[src/rtl/joybus_frame_sniffer.sv]
// ---------------------------------------------------------------------------
// joybus_frame_sniffer
//
// Passive decoder for the N64 controller port line. It recovers bits from the
// low/high interval of each Joybus bit cell, decodes the command byte and then
// the number of payload/response bytes given by a per-command length table.
// Every complete frame is presented on a held output register with a
// valid/ack handshake. Frames that complete while an earlier one is still
// held are counted as drops.
//
// Optional feature macro:
//   JOYBUS_GAMEID_EN  adds command 0x1D (game ID, 10 bytes) to the length
//                     table; requires MAX_BYTES >= 10.
//
// Parameters:
//   CNT_W            width of the edge-interval counter; saturation = idle
//   VIRT_NEGEDGE_TH  cycles after a rising edge at which a virtual falling
//                    edge samples the bit (ends the last bit of a frame)
//   MAX_BYTES        frame data buffer capacity in bytes (3..16)
//
// Ports:
//   CTRL_CLK         sampling clock
//   CTRL_RST         synchronous active-high reset
//   CTRL_i           raw Joybus line (asynchronous)
//   frame_ack_i      consumer acknowledge (pulse or level)
//   frame_valid_o    a held frame is available
//   frame_cmd_o      command byte of the held frame
//   frame_len_o      number of data bytes in the held frame
//   frame_data_o     data bytes; byte k at [8k+7:8k], MSB first on the wire
//   frame_err_o      one-cycle pulse on a stop-bit failure
//   drop_cnt_o       saturating count of frames lost while valid was high
//   ctrl_detected_o  a controller is answering 0x01 polls
// ---------------------------------------------------------------------------
module joybus_frame_sniffer #(
    parameter int CNT_W           = 8,
    parameter int VIRT_NEGEDGE_TH = 32,
    parameter int MAX_BYTES       = 10
) (
    input  logic                   CTRL_CLK,
    input  logic                   CTRL_RST,
    input  logic                   CTRL_i,
    input  logic                   frame_ack_i,
    output logic                   frame_valid_o,
    output logic [7:0]             frame_cmd_o,
    output logic [4:0]             frame_len_o,
    output logic [8*MAX_BYTES-1:0] frame_data_o,
    output logic                   frame_err_o,
    output logic [7:0]             drop_cnt_o,
    output logic                   ctrl_detected_o
);

    localparam int               DATA_W  = 8 * MAX_BYTES;
    localparam int               IDX_W   = $clog2(DATA_W);
    localparam logic [CNT_W-1:0] TH      = CNT_W'(VIRT_NEGEDGE_TH);
    localparam logic [4:0]       MAX_LEN = 5'(MAX_BYTES);

    generate
        if (MAX_BYTES < 3 || MAX_BYTES > 16) begin : g_bad_max_bytes
            $error("joybus_frame_sniffer: MAX_BYTES must be within 3..16");
        end
`ifdef JOYBUS_GAMEID_EN
        if (MAX_BYTES < 10) begin : g_gameid_too_small
            $error("joybus_frame_sniffer: game ID command needs MAX_BYTES >= 10");
        end
`endif
    endgenerate

    typedef enum logic [1:0] {S_IDLE, S_CMD, S_DATA} state_t;

    state_t             state, state_nxt;
    logic [2:0]         hist;
    logic [CNT_W-1:0]   wait_cnt, low_cnt;
    logic               last_pos;
    logic [7:0]         bit_cnt;
    logic [7:0]         cmd_sr;
    logic [4:0]         cur_len;
    logic [DATA_W-1:0]  data_buf;

    logic               neg_edge, pos_edge, sat, sample, sample_bit;
    logic [4:0]         lk_len;
    logic               len_ok;
    logic [7:0]         data_pos;
    logic [IDX_W-1:0]   store_idx;
    logic               start, shift_cmd, load_len, store_bit, complete, stop_err, cmd_sat;

    // Payload length per command; 0 marks a command that is not decoded.
    function automatic logic [4:0] cmd_len(input logic [7:0] cmd);
        case (cmd)
            8'h00, 8'hFF: cmd_len = 5'd3;
            8'h01:        cmd_len = 5'd4;
`ifdef JOYBUS_GAMEID_EN
            8'h1D:        cmd_len = 5'd10;
`endif
            default:      cmd_len = 5'd0;
        endcase
    endfunction

    assign neg_edge   = hist[2] & ~hist[1];
    assign pos_edge   = ~hist[2] & hist[1];
    assign sat        = (wait_cnt == '1);
    // A bit is sampled at the next falling edge, or at a virtual falling
    // edge when the line stays high after the bit (end of frame).
    assign sample     = (neg_edge && (wait_cnt < TH)) || (last_pos && (wait_cnt == TH));
    // Short low phase followed by a long high phase encodes a 1.
    assign sample_bit = (low_cnt < wait_cnt);
    assign lk_len     = cmd_len(cmd_sr);
    assign len_ok     = (lk_len != 5'd0) && (lk_len <= MAX_LEN);
    // The first data bit is sampled while still in CMD; it is data bit 0.
    assign data_pos   = (state == S_DATA) ? bit_cnt : 8'd0;
    // Bit i of the stream lands at byte i/8, bit 7-(i%8): that is i ^ 7.
    assign store_idx  = IDX_W'(data_pos ^ 8'd7);

    always_ff @(posedge CTRL_CLK) begin
        if (CTRL_RST) state <= S_IDLE;
        else          state <= state_nxt;
    end

    always_comb begin
        // NOTE: every signal gets a default first so no path infers a latch.
        state_nxt = state;
        start     = 1'b0;
        shift_cmd = 1'b0;
        load_len  = 1'b0;
        store_bit = 1'b0;
        complete  = 1'b0;
        stop_err  = 1'b0;
        cmd_sat   = 1'b0;
        unique case (state)
            S_IDLE: begin
                if (neg_edge && sat) begin
                    state_nxt = S_CMD;
                    start     = 1'b1;
                end
            end
            S_CMD: begin
                if (sat) begin
                    state_nxt = S_IDLE;
                    cmd_sat   = 1'b1;
                end else if (sample) begin
                    if (bit_cnt < 8'd8) begin
                        shift_cmd = 1'b1;
                    end else if (len_ok) begin
                        state_nxt = S_DATA;
                        load_len  = 1'b1;
                        store_bit = 1'b1;
                    end else begin
                        state_nxt = S_IDLE;
                    end
                end
            end
            S_DATA: begin
                if (sat) begin
                    state_nxt = S_IDLE;
                end else if (sample) begin
                    if (bit_cnt < {cur_len, 3'b000}) begin
                        store_bit = 1'b1;
                    end else begin
                        state_nxt = S_IDLE;
                        complete  = sample_bit;
                        stop_err  = ~sample_bit;
                    end
                end
            end
            default: state_nxt = S_IDLE;
        endcase
    end

    // Line conditioning, interval timing and frame capture.
    // NOTE: sequential state uses non-blocking assignments only, so every
    // register sees the values from before this clock edge.
    always_ff @(posedge CTRL_CLK) begin
        if (CTRL_RST) begin
            hist     <= 3'b111;
            wait_cnt <= '0;
            low_cnt  <= '0;
            last_pos <= 1'b0;
            bit_cnt  <= '0;
            cmd_sr   <= '0;
            cur_len  <= '0;
            // NOTE: the capture buffer is reset too; it is a plain register
            // (not RAM) and its zero bytes become the output padding.
            data_buf <= '0;
        end else begin
            hist <= {hist[1:0], CTRL_i};
            if (neg_edge || pos_edge) wait_cnt <= '0;
            else if (!sat)            wait_cnt <= wait_cnt + 1'b1;
            if (pos_edge) begin
                low_cnt  <= wait_cnt;
                last_pos <= 1'b1;
            end else if (neg_edge) begin
                last_pos <= 1'b0;
            end
            if (start) begin
                bit_cnt  <= '0;
                cmd_sr   <= '0;
                data_buf <= '0;
            end
            if (shift_cmd) begin
                cmd_sr  <= {cmd_sr[6:0], sample_bit};
                bit_cnt <= bit_cnt + 8'd1;
            end
            if (load_len) cur_len <= lk_len;
            if (store_bit) begin
                data_buf[store_idx] <= sample_bit;
                bit_cnt             <= data_pos + 8'd1;
            end
        end
    end

    // Held output register, drop accounting and controller presence.
    always_ff @(posedge CTRL_CLK) begin
        if (CTRL_RST) begin
            frame_valid_o   <= 1'b0;
            frame_cmd_o     <= '0;
            frame_len_o     <= '0;
            frame_data_o    <= '0;
            frame_err_o     <= 1'b0;
            drop_cnt_o      <= '0;
            ctrl_detected_o <= 1'b0;
        end else begin
            frame_err_o <= 1'b0;
            if (complete) begin
                // An ack in the same cycle frees the register for the new frame.
                if (!frame_valid_o || frame_ack_i) begin
                    frame_valid_o <= 1'b1;
                    frame_cmd_o   <= cmd_sr;
                    frame_len_o   <= cur_len;
                    frame_data_o  <= data_buf;
                end else if (drop_cnt_o != 8'hFF) begin
                    drop_cnt_o <= drop_cnt_o + 8'd1;
                end
                if (cmd_sr == 8'h01) ctrl_detected_o <= 1'b1;
            end else if (frame_ack_i) begin
                frame_valid_o <= 1'b0;
            end
            if (stop_err) begin
                frame_err_o <= 1'b1;
                if (cmd_sr == 8'h01) ctrl_detected_o <= 1'b0;
            end
            if (cmd_sat) ctrl_detected_o <= 1'b0;
        end
    end

endmodule
[config.mk]
export PLATFORM = sky130hd
export DESIGN_NAME = joybus_frame_sniffer
export DESIGN_NICKNAME = d
export VERILOG_FILES = /design/src/rtl/joybus_frame_sniffer.sv
export SDC_FILE = /design/constraint.sdc
export NUM_CORES = 1
export LEC_CHECK = 0
export ABC_CLOCK_PERIOD_IN_PS = 3300
export CAP_MARGIN = 20
export CORE_MARGIN = 2
export CORE_UTILIZATION = 50
export CTS_CLUSTER_DIAMETER = 120
export DETAILED_ROUTE_END_ITERATION = 16
export DONT_BUFFER_PORTS = 1
export HOLD_SLACK_MARGIN = 0.06
export PLACE_DENSITY = 0.69
export SYNTH_ARGS = -nofsm -noshare
export SYNTH_HDL_FRONTEND = slang
export SYNTH_SLANG_ARGS = --single-unit
[constraint.sdc]
create_clock -name CTRL_CLK -period 3.3 [get_ports CTRL_CLK]
set_input_delay 0.495 -clock CTRL_CLK [delete_from_list [all_inputs] [get_ports CTRL_CLK]]
set_output_delay 0.495 -clock CTRL_CLK [all_outputs]
set_load 0.02 [all_outputs]
## Yosys cells after proc, flatten, opt, wreduce, memory -nomap -nowiden

Index checks and enable logic that the tools add are counted.

- Register bits after elaboration: 227
- Output and inout bits: 104

- Order comparisons: 7
- Add/sub/neg operators: 4
- Equality and inequality tests: 13
- Reductions and logical operators: 23
- Bitwise gates (word level): 7
- Mux-type cells: 56

Operator list:

| operator | count |
|---|---|
| $mux W80 | 3 |
| $bwmux W80 | 1 |
| $mux W8 | 5 |
| $mux W1 | 35 |
| $add A8 B1 Y8 const B | 4 |
| $eq A8 B8 Y1 const B | 2 |
| $lt A8 B8 Y1 | 2 |
| $mux W2 | 8 |
| $ne A3 B3 Y1 const B | 4 |
| $eq A8 B1 Y1 const B | 1 |
| $eq A8 B6 Y1 const B | 1 |
| $logic_not A8 Y1 | 1 |
| $lt A7 B8 Y1 const B | 1 |
| $lt A8 B4 Y1 const B | 1 |
| $lt A8 B6 Y1 const B | 1 |
| $ne A8 B8 Y1 const B | 1 |
| $demux W1 S7 | 1 |
| $ge A7 B1 Y1 const B | 1 |
| $pmux W2 S3 | 1 |
| $pmux W3 S2 | 1 |
| $reduce_bool A2 Y1 | 3 |
| $reduce_or A2 Y1 | 3 |
| $le A5 B4 Y1 const B | 1 |
| $logic_and A1 B1 Y1 | 5 |
| 16 further kinds | 23 |

## Longest topological paths before layout

Gate-level depths: netlist of run 1.

- Depth after elaboration: 11
- Depth in mapped cells: 11

## Least setup slack after synthesis of run 1

OpenSTA, ideal clock, no wires.

- Path kind: register -> register
- Start: reg wait_cnt[1]
- End: reg drop_cnt_o[5]
- Data arrival time: 2,366 ps
- Slack: 813 ps
- Data required time: 3,179 ps
- Period minus slack after synthesis: 2,487 ps
- Stages on the path, launching flop included: 10
- Cells stage by stage: dfxtp_1 inv_1 ha_1 a21o_1 a211o_1 a221o_1 clkbuf_1 clkbuf_1 nor3_1 mux2_2

- Longest elaborated chain between the ends: 7
- Elaborated cells between the ends (all ways): 12
- Classes of those cells: order compare: 2; eq/ne: 2; mux: 4; reduce/logical: 4

Ends and longest elaborated chain:

| element | RTL line | text |
|---|---|---|
| start: declaration | 72 | `logic [CNT_W-1:0] wait_cnt, low_cnt;` |
| start signal: assignment | 186 | `else if (!sat) wait_cnt <= wait_cnt + 1'b1;` |
| $lt A8 B6 Y1 / $eq A8 B6 Y1 (equally long branches) | 103 | `assign sample = (neg_edge && (wait_cnt < TH)) \|\| (last_pos && (wait_cnt == TH));` |
| $logic_and A1 B1 Y1 | 103 |  |
| $logic_or A1 B1 Y1 | 103 |  |
| $mux W1 | 154 | `end else if (sample) begin` |
| $mux W1 (*) | 152 | `if (sat) begin` |
| $mux W1 (*) | 128 | `unique case (state)` |
| $reduce_and A3 Y1 (no line) (*) | -- |  |
| end signal: assignment | 230 | `drop_cnt_o <= drop_cnt_o + 8'd1;` |
| end: declaration | 48 | `output logic [7:0] drop_cnt_o,` |

Mark *: on every way between the ends. The rest lies on a longest branch, timed or not.
A chain may end at the register's enable or synchronous reset.

## Worst setup path after layout of run 1

- Start: reg wait_cnt[1]
- End: reg drop_cnt_o[0]

The elaborated chain is that of the path after synthesis.

==> impl_metrics.csv, run 1 <==
group,metric,value,unit
drt,ant_nets,0,
placement,port_buffers,0,
synth,synth-edff-count,0,
worst_setup_path,crit_family,"compound AO/OA/AOI/OAI gates",
layout,multi_input_area,4806,um2
power,p_leak,3.534,nW
drt,wire_per_inst,16.60,um
layout,seq_area,4424,um2
clock_tree,cts-root-buf,"clkbuf_16",
synth,synth.avg_cell_area,8.993,um2
layout,syn2layout_area_growth,9.207,%
worst_setup_path,cp_slowest_cell,"a221o_1",
sta,finalSetupTns,0,ps
grt,grt-ovfl-total,0,
layout,fill_cells,1676,
worst_setup_path,worstPathRequired,3700,ps
worst_setup_path,crit_buf_inv,2,
floorplan,std_cell_rows,50,
clock_tree,clock_latency,510,ps
layout,layout-drive-gt1-share,0.07429,
worst_setup_path,cpPeakStageDelay,560,ps
power,powerDensity,501.8,nW/um2
grt,grt_use_total,0.2096,
synth,async_flop_share,0,
clock_tree,cts_buffers,23,
floorplan,die_h,143.3,um
grt,antenna_found_initial,0,
worst_setup_path,crit_fanout,16,
synth,syn-cell-area,9703,um2
synth,post-synth-top-area-cell,"dfxtp_1",
sta,setup_viol,0,
drt,drt-total-wl,21.75,mm
sta,tightest_slew,972.3,ps
sta,setup_slack,415.8,ps
clock_tree,clk_path_buf_depth,3,
hold_path,hold_path_startpoint,"CTRL_i",
sta,final-hold-violation-count,0,
synth,synth_cell_types,58,
worst_setup_path,startpoint,"wait_cnt[1]",
worst_setup_path,crit_chain,"inv_1, ha_1, a21o_1, a211o_1, a221o_1, buf_4, nor3b_1, mux2_2",
sta,slew_headroom,0.3518,
grt,grt_pass1_wl,35.59,mm
drt,vias,7391,
floorplan,initial_core_util,0.5136,
clock_tree,clock_sink_count,221,
grt,grt_max_degree,99,
floorplan,core-area,18890,um2
hold_path,hold_class,"in -> reg",
floorplan,dieWidth,143.3,um
drt,drc,0,
layout,antennaDiodeCount,0,
clock_tree,cts_tree,"yes",
drt,routed_via_density,5.642,
synth,synthTopCellsByArea,"dfxtp_1, mux2i_1, nand2_1",
sta,fin_skew,10.19,ps
sta,fin_crit_sh,0.8740,
floorplan,ios,108,
placement,place_ws,448.3,ps
synth,netlist_instances,1079,
clock_tree,clkTransAtPathRegs,60,ps
placement,place_congestion,0.8552,
synth,ys_seq_area_frac,0.4560,
synth,ys.flop_type,"dfxtp_1",
placement,dp_hpwl,14.06,mm
clock_tree,cts_hold_buf,1,
job,drv_cap,0,
drt,drt-initial-drc-count,592,
worst_setup_path,critPathCaptureType,"flop",
power,vdd_ir_drop_max,0.3084,mV
clock_tree,cts_resized,0,
status,status,"completed",
sta,rsz0062_at_grt,"no",
worst_setup_path,start_kind,"flop",
floorplan,die_area,20540,um2
grt,grt_pass1_vias,6915,
sta,slew_viol_final,0,
synth,synth_top_cell_area_share,0.4560,
sta,max_clock_freq,346.7,MHz
sta,fin_crit,2884,ps
clock_tree,h-tree-depth,1,
layout,final_nets,1057,
worst_setup_path,arrival,3280,ps
worst_setup_path,r2r-start,"wait_cnt[1]",
clock_tree,post_cts_buffers,0,
synth,ys_ff_latch,221,
drt,firstDrtPassIters,5,
worst_setup_path,critPathKind,"reg -> reg",
synth,yosysWarnings,0,
-- final cells by class --
| class | count | area share |
|---|---|---|
| flip-flops and latches | 221 | 0.4175 |
| repair buffers | 24 | 0.02291 |
| clock buffers | 37 | 0.06589 |
| inverters | 19 | 0.007203 |
| well taps | 260 | 0.03070 |
| clock inverters | 4 | 0.002243 |
| multi-input cells | 745 | 0.4535 |
-- cell usage in the layout, fill, tap and decap left out, drive strengths merged, types with 4 or more instances in the layout --
master / synthesis / layout
nor2: 49 / 49
a21o: 6 / 6
nand4: 10 / 10
and3: 4 / 4
buf: 27 / 24
o31ai: 40 / 40
and2: 6 / 6
nor3b: 5 / 5
a21oi: 23 / 23
xnor2: 5 / 5
mux2i: 124 / 124
or3: 9 / 9
nor3: 15 / 15
a22oi: 8 / 8
o41ai: 9 / 9
or2: 4 / 4
nand2: 240 / 240
dfxtp: 221 / 221
a211o: 4 / 4
o21ai: 12 / 12
a31oi: 5 / 5
nor2b: 4 / 4
o311ai: 15 / 15
inv: 19 / 20
ha: 19 / 19
nand3: 36 / 36
or4: 13 / 13
o211ai: 48 / 48
nand2b: 4 / 4
clkbuf: 68 / 37
-- routing by layer --
| metal | vias to the layer above | routed length [um] | global-route usage |
|---|---|---|---|
| met5 | - | 0 | 0 |
| met4 | 0 | 338 | 0.05624 |
| met3 | 22 | 1320 | 0.03932 |
| met2 | 177 | 9555 | 0.3223 |
| met1 | 3455 | 10540 | 0.3029 |
| li1 | 3737 | - | - |
-- synth_stat cells, types with 2 or more instances --
| library cell | count |
|---|---|
| a211o_1 | 4 |
| a211oi_1 | 3 |
| a21o_1 | 6 |
| a21oi_1 | 23 |
| a221oi_1 | 2 |
| a22oi_1 | 8 |
| a31oi_1 | 5 |
| and2_1 | 5 |
| and3_1 | 4 |
| and4_1 | 3 |
| buf_1 | 2 |
| buf_2 | 8 |
| buf_4 | 16 |
| clkbuf_1 | 68 |
| dfxtp_1 | 221 |
| ha_1 | 19 |
| inv_1 | 19 |
| mux2_2 | 3 |
| mux2i_1 | 124 |
| nand2_1 | 240 |
| nand2b_1 | 4 |
| nand3_1 | 36 |
| nand4_1 | 10 |
| nor2_1 | 49 |
| nor2b_1 | 4 |
| nor3_1 | 14 |
| nor3b_1 | 5 |
| nor4_1 | 2 |
| o211ai_1 | 46 |
| o211ai_2 | 2 |
| o21a_1 | 2 |
| o21ai_0 | 8 |
| o21ai_1 | 3 |
| o311ai_0 | 15 |
| o31ai_1 | 40 |
| o41ai_1 | 9 |
| or2_2 | 3 |
| or3_1 | 9 |
| or4_1 | 12 |
| xnor2_1 | 5 |
-- through the flow --
stage                     utilization  power (mW)  hold slack, ps  area (um2)  std cells
final                          0.5609       5.318           95.89       10600       1310
after CTS                      0.5609       5.368           85.80       10600       1310
after detailed placement       0.5216       2.892           409.8        9854       1268
after global routing           0.5609       5.495           89.49       10600       1310
after floorplan                     -       2.862           389.5        9707       1080
after global placement         0.5216       2.891           403.1        9854       1268
-- state kept, by name, summed over array words and instances, names as in the netlist, named ones only --
name,count
frame_len_o,2
frame_valid_o,1
bit_cnt,8
drop_cnt_o,8
state,2
frame_data_o,80
hist,3
low_cnt,8
cmd_sr,8
frame_cmd_o,8
data_buf,80
wait_cnt,8
frame_err_o,1
last_pos,1
cur_len,2
-- power breakdown --
group | switching [mW] | internal, mW
clock | 1.03 | 1.44
combinational | 0.127 | 0.0390
sequential | 0.00585 | 2.67
total | 1.16 | 4.16
-- path summary, 6_finish.rpt --
path                                 endpoint  slack (ps)  cells after the start
worst max-delay path            drop_cnt_o[0]         420                      8
worst min-delay path                  hist[0]         100                      1
worst max register to register  drop_cnt_o[0]         420                      8
worst min register to register        hist[1]         420                      1
-- kinds of logic (layout without fill, tap and decap cells) --
group / after synthesis / after routing / share of synthesized area
muxes: 127 / 127 / 0.1314
DFF: 221 / 221 / 0.4560
xor gates and xnor gates: 5 / 5 / 0.004513
adders and majority gates: 19 / 19 / 0.02450
buffers and inverters: 114 / 84 / 0.05210
other: 1 / 2 / 0.0003865
AOI/OAI and AO/OA: 185 / 185 / 0.1429
and+or+nand+nor: 407 / 407 / 0.1883
Power figures use the tool's default switching activity.
==> inputs of run 2 (changes only) <==
--- a/config.mk
+++ b/config.mk
@@ -8,12 +8,12 @@
 export ABC_CLOCK_PERIOD_IN_PS = 3300
 export CAP_MARGIN = 20
 export CORE_MARGIN = 2
-export CORE_UTILIZATION = 50
+export CORE_UTILIZATION = 55
 export CTS_CLUSTER_DIAMETER = 120
 export DETAILED_ROUTE_END_ITERATION = 16
 export DONT_BUFFER_PORTS = 1
 export HOLD_SLACK_MARGIN = 0.06
-export PLACE_DENSITY = 0.69
+export PLACE_DENSITY = 0.74
 export SYNTH_ARGS = -nofsm -noshare
 export SYNTH_HDL_FRONTEND = slang
 export SYNTH_SLANG_ARGS = --single-unit
==> run 2 against run 1 <==
Power is 1.6% higher. Routed wire length shrank 2.7%. Design area decreased by 0.55%. Sequential power is essentially flat. Largest power group unchanged.
==> impl_metrics.csv, run 2 (synthesis gave the netlist of run 1 again) <==
group,metric,value,unit
status,status,"completed",
job,drv_cap,0,
layout,final_nets,1054,
worst_setup_path,worstPathRequired,3710,ps
drt,drt-initial-drc-count,447,
floorplan,ios,108,
sta,final-hold-violation-count,0,
worst_setup_path,critPathKind,"reg -> reg",
grt,antenna_found_initial,0,
grt,grt_max_degree,77,
clock_tree,clock_latency,500,ps
clock_tree,cts-root-buf,"clkbuf_16",
drt,drt-total-wl,21.15,mm
sta,rsz0062_at_grt,"no",
grt,grt_use_total,0.2232,
worst_setup_path,crit_fanout,32,
floorplan,die_area,18720,um2
worst_setup_path,arrival,3270,ps
clock_tree,clkTransAtPathRegs,60,ps
sta,tightest_slew,957.4,ps
drt,firstDrtPassIters,5,
sta,finalSetupTns,0,ps
drt,drc,0,
clock_tree,cts_buffers,23,
placement,port_buffers,0,
layout,final_cell_mix,"nand2_1, dfxtp_1, mux2i_1",
sta,fin_crit,2861,ps
power,powerDensity,512.7,nW/um2
power,vdd_ir_drop_max,0.4081,mV
floorplan,initial_core_util,0.5610,
drt,ant_nets,0,
clock_tree,cts_tree,"yes",
worst_setup_path,critPathCaptureType,"flop",
clock_tree,h-tree-depth,1,
floorplan,die_h,136.8,um
layout,layout_commonest_cell,"nand2_1",
drt,routed_via_density,5.854,
power,power.total,5.403,mW
clock_tree,post_cts_buffers,0,
floorplan,std_cell_rows,48,
drt,wire_per_inst,16.64,um
sta,slew_headroom,0.3617,
drt,vias,7440,
layout,top_regs,"data_buf: 80 flops, frame_data_o: 80 flops",
sta,setup_viol,0,
worst_setup_path,start_kind,"flop",
layout,syn2layout_area_growth,8.601,%
floorplan,core-area,17300,um2
clock_tree,cts_hold_buf,2,
placement,place_congestion,0.8305,
layout,layout-drive-gt1-share,0.07075,
hold_path,hold_class,"in -> reg",
sta,max_clock_freq,349.6,MHz
grt,grt_pass1_wl,34.53,mm
sta,fin_skew,10.68,ps
placement,dp_hpwl,13.78,mm
grt,grt-ovfl-total,0,
clock_tree,cts_resized,0,
clock_tree,clock_sink_count,221,
power,p_leak,3.523,nW
layout,antennaDiodeCount,0,
grt,grt_pass1_vias,6821,
sta,slew_viol_final,0,
floorplan,dieWidth,136.8,um
clock_tree,clk_path_buf_depth,3,
sta,fin_crit_sh,0.8669,
[run 2: changes by cell type in the layout (fill, tap and decap cells not counted)]
| cell | change |
|---|---|
| buf_4 | -3 |
| clkbuf_1 | -3 |
| buf_12 | -2 |
| bufinv_16 | +2 |
| clkbuf_8 | -2 |
| dlygate4sd3_1 | +2 |
| clkinv_2 | +1 |
| clkinvlp_4 | +1 |
| o22ai_1 | +1 |
| o22ai_2 | -1 |
[run 2: path summary, 6_finish.rpt]
kind / slack, ps / to / cells past startpoint / startpoint
worst min-delay path: 70 / flop / 1 / CTRL_RST
worst max-delay path: 440 / data_buf[31] / 8 / wait_cnt[1]
worst min register to register: 420 / hist[1] / 1 / hist[0]
worst max register to register: 440 / data_buf[31] / 8 / wait_cnt[1]
[run 2: metal layers]
metal	wire length (um)	up-vias	GRT usage
met5	0	-	0
met4	267	0	0.04696
met3	1338	27	0.04222
met2	9466	186	0.3586
met1	10080	3490	0.3139
li1	-	3737	-
[run 2: final cells by class]
class	count	area (um2)
Inverter	19	76.32
Clock buffer	32	659.4
Timing Repair Buffer	21	200.2
Multi-Input combinational cell	745	4800
Clock inverter	8	96.34
Tap cell	225	281.5
Fill cell	1478	6759
Sequential cell	221	4424
[run 2: where the power goes]
part,switching (mW),internal (mW)
Clock,1.01,1.55
Combinational,0.128,0.0404
Sequential,0.00548,2.67
[run 2: metrics by stage]
| stage | instance area (um2) | setup slack [ps] | instances | util | hold WS (ps) |
|---|---|---|---|---|---|
| after global placement | 9742 | 527.7 | 1228 | 0.5632 | 412.8 |
| final | 10540 | 439.3 | 1271 | 0.6092 | 73.75 |
| after CTS | 10530 | 439.2 | 1270 | 0.6087 | 61.64 |
| after detailed placement | 9742 | 453.2 | 1228 | 0.5632 | 412.9 |
| after global routing | 10540 | 189.1 | 1271 | 0.6092 | 61.82 |
| after floorplan | 9707 | 813.3 | 1080 | - | 389.5 |
[run 2: critical path, stage by stage (launching register included)]
cell and delay (ps):
dfxtp_1 390, inv_1 80, ha_1 290, a21o_1 160, a211o_1 300, a221o_1 410
nand2b_2 540, buf_12 340, o31ai_1 250
==> inputs of run 3 (changes only) <==
--- a/config.mk
+++ b/config.mk
@@ -5,7 +5,7 @@
 export SDC_FILE = /design/constraint.sdc
 export NUM_CORES = 1
 export LEC_CHECK = 0
-export ABC_CLOCK_PERIOD_IN_PS = 3300
+export ABC_CLOCK_PERIOD_IN_PS = 2750
 export CAP_MARGIN = 20
 export CORE_MARGIN = 2
 export CORE_UTILIZATION = 55
==> constraint.sdc (replaced) <==
create_clock -name CTRL_CLK -period 2.75 [get_ports CTRL_CLK]
set_input_delay 0.4125 -clock CTRL_CLK [delete_from_list [all_inputs] [get_ports CTRL_CLK]]
set_output_delay 0.4125 -clock CTRL_CLK [all_outputs]
set_load 0.02 [all_outputs]
==> run 3 against run 2 <==
Worst setup slack got worse by 280 ps. Hold slack improved by 70 ps. Combinational power rose by 24%. Sequential cell count did not move. Die area did not move. Largest cell class unchanged.
==> impl_metrics.csv, run 3 (synthesis gave the netlist of run 1 again) <==
group,metric,value,unit
status,status,"completed",
grt,grt_max_degree,78,
worst_setup_path,start_kind,"flop",
layout,postLayoutCellArea,10870,um2
worst_setup_path,crit_fanout,15,
layout,layout-drive-gt1-share,0.1003,
drt,vias,7627,
layout,layout_commonest_cell,"nand2_1",
worst_setup_path,arrival,3010,ps
grt,grt_use_met2,0.3544,
drt,routed_via_density,5.858,
grt,grt_use_total,0.2289,
grt,met3_usage,0.04296,
sta,max_clock_freq,386.4,MHz
drt,drc,0,
sta,setup_viol,0,
sta,fin_crit,2588,ps
job,drv_cap,0,
sta,slew_headroom,0.3688,
drt,firstDrtPassIters,8,
power,powerDensity,604.5,nW/um2
power,p_seq_frac,0.489,
grt,use_met1,0.3301,
worst_setup_path,critPathKind,"reg -> reg",
sta,slew_viol_final,0,
clock_tree,cts_tree,"yes",
placement,port_buffers,0,
placement,dp_hpwl,14.29,mm
power,p_leak,3.720,nW
power,switching_share,0.2135,
drt,drt-initial-drc-count,751,
power,power_frac_clock,0.479,
power,switchingPower,1.403,mW
layout,antennaDiodeCount,0,
power,comb_power_share,0.032,
clock_tree,clk_path_buf_depth,3,
layout,final_cell_mix,"nand2_1, dfxtp_1, mux2i_1",
placement,place_congestion,0.8444,
floorplan,die_h,136.8,um
worst_setup_path,worstPathRequired,3170,ps
layout,final_util,0.6285,
layout,stdcell_count,1302,
sta,fin_skew,15.39,ps
placement,place_inst,1255,
floorplan,dieWidth,136.8,um
power,vdd_ir_drop_max,0.4708,mV
placement,placed_cell_area,10010,um2
floorplan,core-area,17300,um2
floorplan,ios,108,
clock_tree,cts_buffers,23,
sta,tightest_slew,946.8,ps
grt,grt_pass1_vias,6922,
sta,finalSetupTns,0,ps
clock_tree,clkTransAtPathRegs,60,ps
drt,wire_per_inst,16.86,um
grt,antenna_found_initial,0,
clock_tree,h-tree-depth,1,
floorplan,die_area,18720,um2
hold_path,hold_class,"in -> reg",
sta,final-hold-violation-count,0,
power,internal_power,5.169,mW
grt,busiest_layer,"met2",
floorplan,std_cell_rows,48,
grt,grt_pass1_wl,35.38,mm
worst_setup_path,critPathCaptureType,"flop",
drt,drt-total-wl,21.95,mm
layout,top_regs,"data_buf: 80 flops, frame_data_o: 80 flops",
layout,final_nets,1085,
clock_tree,clock_latency,510,ps
layout,syn2layout_area_growth,12.04,%
drt,ant_nets,0,
clock_tree,clock_sink_count,221,
floorplan,initial_core_util,0.5610,
clock_tree,cts-root-buf,"clkbuf_16",
sta,fin_crit_sh,0.9411,
grt,grt-ovfl-total,0,
## run 3: final timing paths
| kind | from | to | slack [ps] | cells after the start |
|---|---|---|---|---|
| max | wait_cnt[5] | frame_data_o[63] | 160 | 9 |
| min | CTRL_RST | drop_cnt_o[0] | 140 | 2 |
| max reg2reg | wait_cnt[5] | frame_data_o[63] | 160 | 9 |
| min reg2reg | hist[0] | hist[1] | 410 | 1 |
## run 3: repair_timing
item	4_1_cts	5_1_grt
hold buffers	2	0
endpoints found under the hold margin	45	0
setup buffers	0	3
setup endpoints to repair	0	42
resized for setup	0	2
## run 3: final cells by class
| type | count | area [um2] |
|---|---|---|
| clock buffer | 33 | 683.2 |
| timing repair buffer | 52 | 514.2 |
| inverter | 19 | 76.32 |
| multi-input combinational | 745 | 4800 |
| tap | 225 | 281.5 |
| sequential | 221 | 4425 |
| clock inverter | 7 | 91.34 |
| fill | 1437 | 6425 |
## run 3: worst max-delay path: stages, from the launching register on
cell     delay, ps
dfxtp_1        420
inv_1          110
ha_1           320
a21o_1         190
a21o_1         170
a221o_1        360
nor3b_2        250
buf_4          240
buf_12         190
mux2i_1        250
## run 3: stage by stage
| step | hold WS (ps) | power [mW] | setup slack, ps |
|---|---|---|---|
| finish | 143.7 | 6.572 | 162.0 |
| detailed placement | 407.4 | 3.477 | 119.0 |
| CTS | 119.4 | 6.648 | 97.29 |
| global placement | 408.0 | 3.475 | 234.7 |
| floorplan | 389.5 | 3.434 | 263.3 |
| global route | 134.2 | 6.790 | -21.93 |
## run 3: power groups by stage
| stage | Combinational (mW) | Sequential, mW | Clock (mW) |
|---|---|---|---|
| floorplan | 0.152 | 3.28 | 0 |
| global placement | 0.191 | 3.28 | 0 |
| detailed placement | 0.192 | 3.28 | 0 |
| CTS | 0.207 | 3.21 | 3.23 |
| global route | 0.230 | 3.21 | 3.35 |
| finish | 0.208 | 3.21 | 3.15 |
## run 3: per-layer routing
layer | routed length, um | share of wire
met2 | 10030 | 0.46
met3 | 1511 | 0.069
met5 | 0 | 0
met1 | 10150 | 0.46
met4 | 259 | 0.012
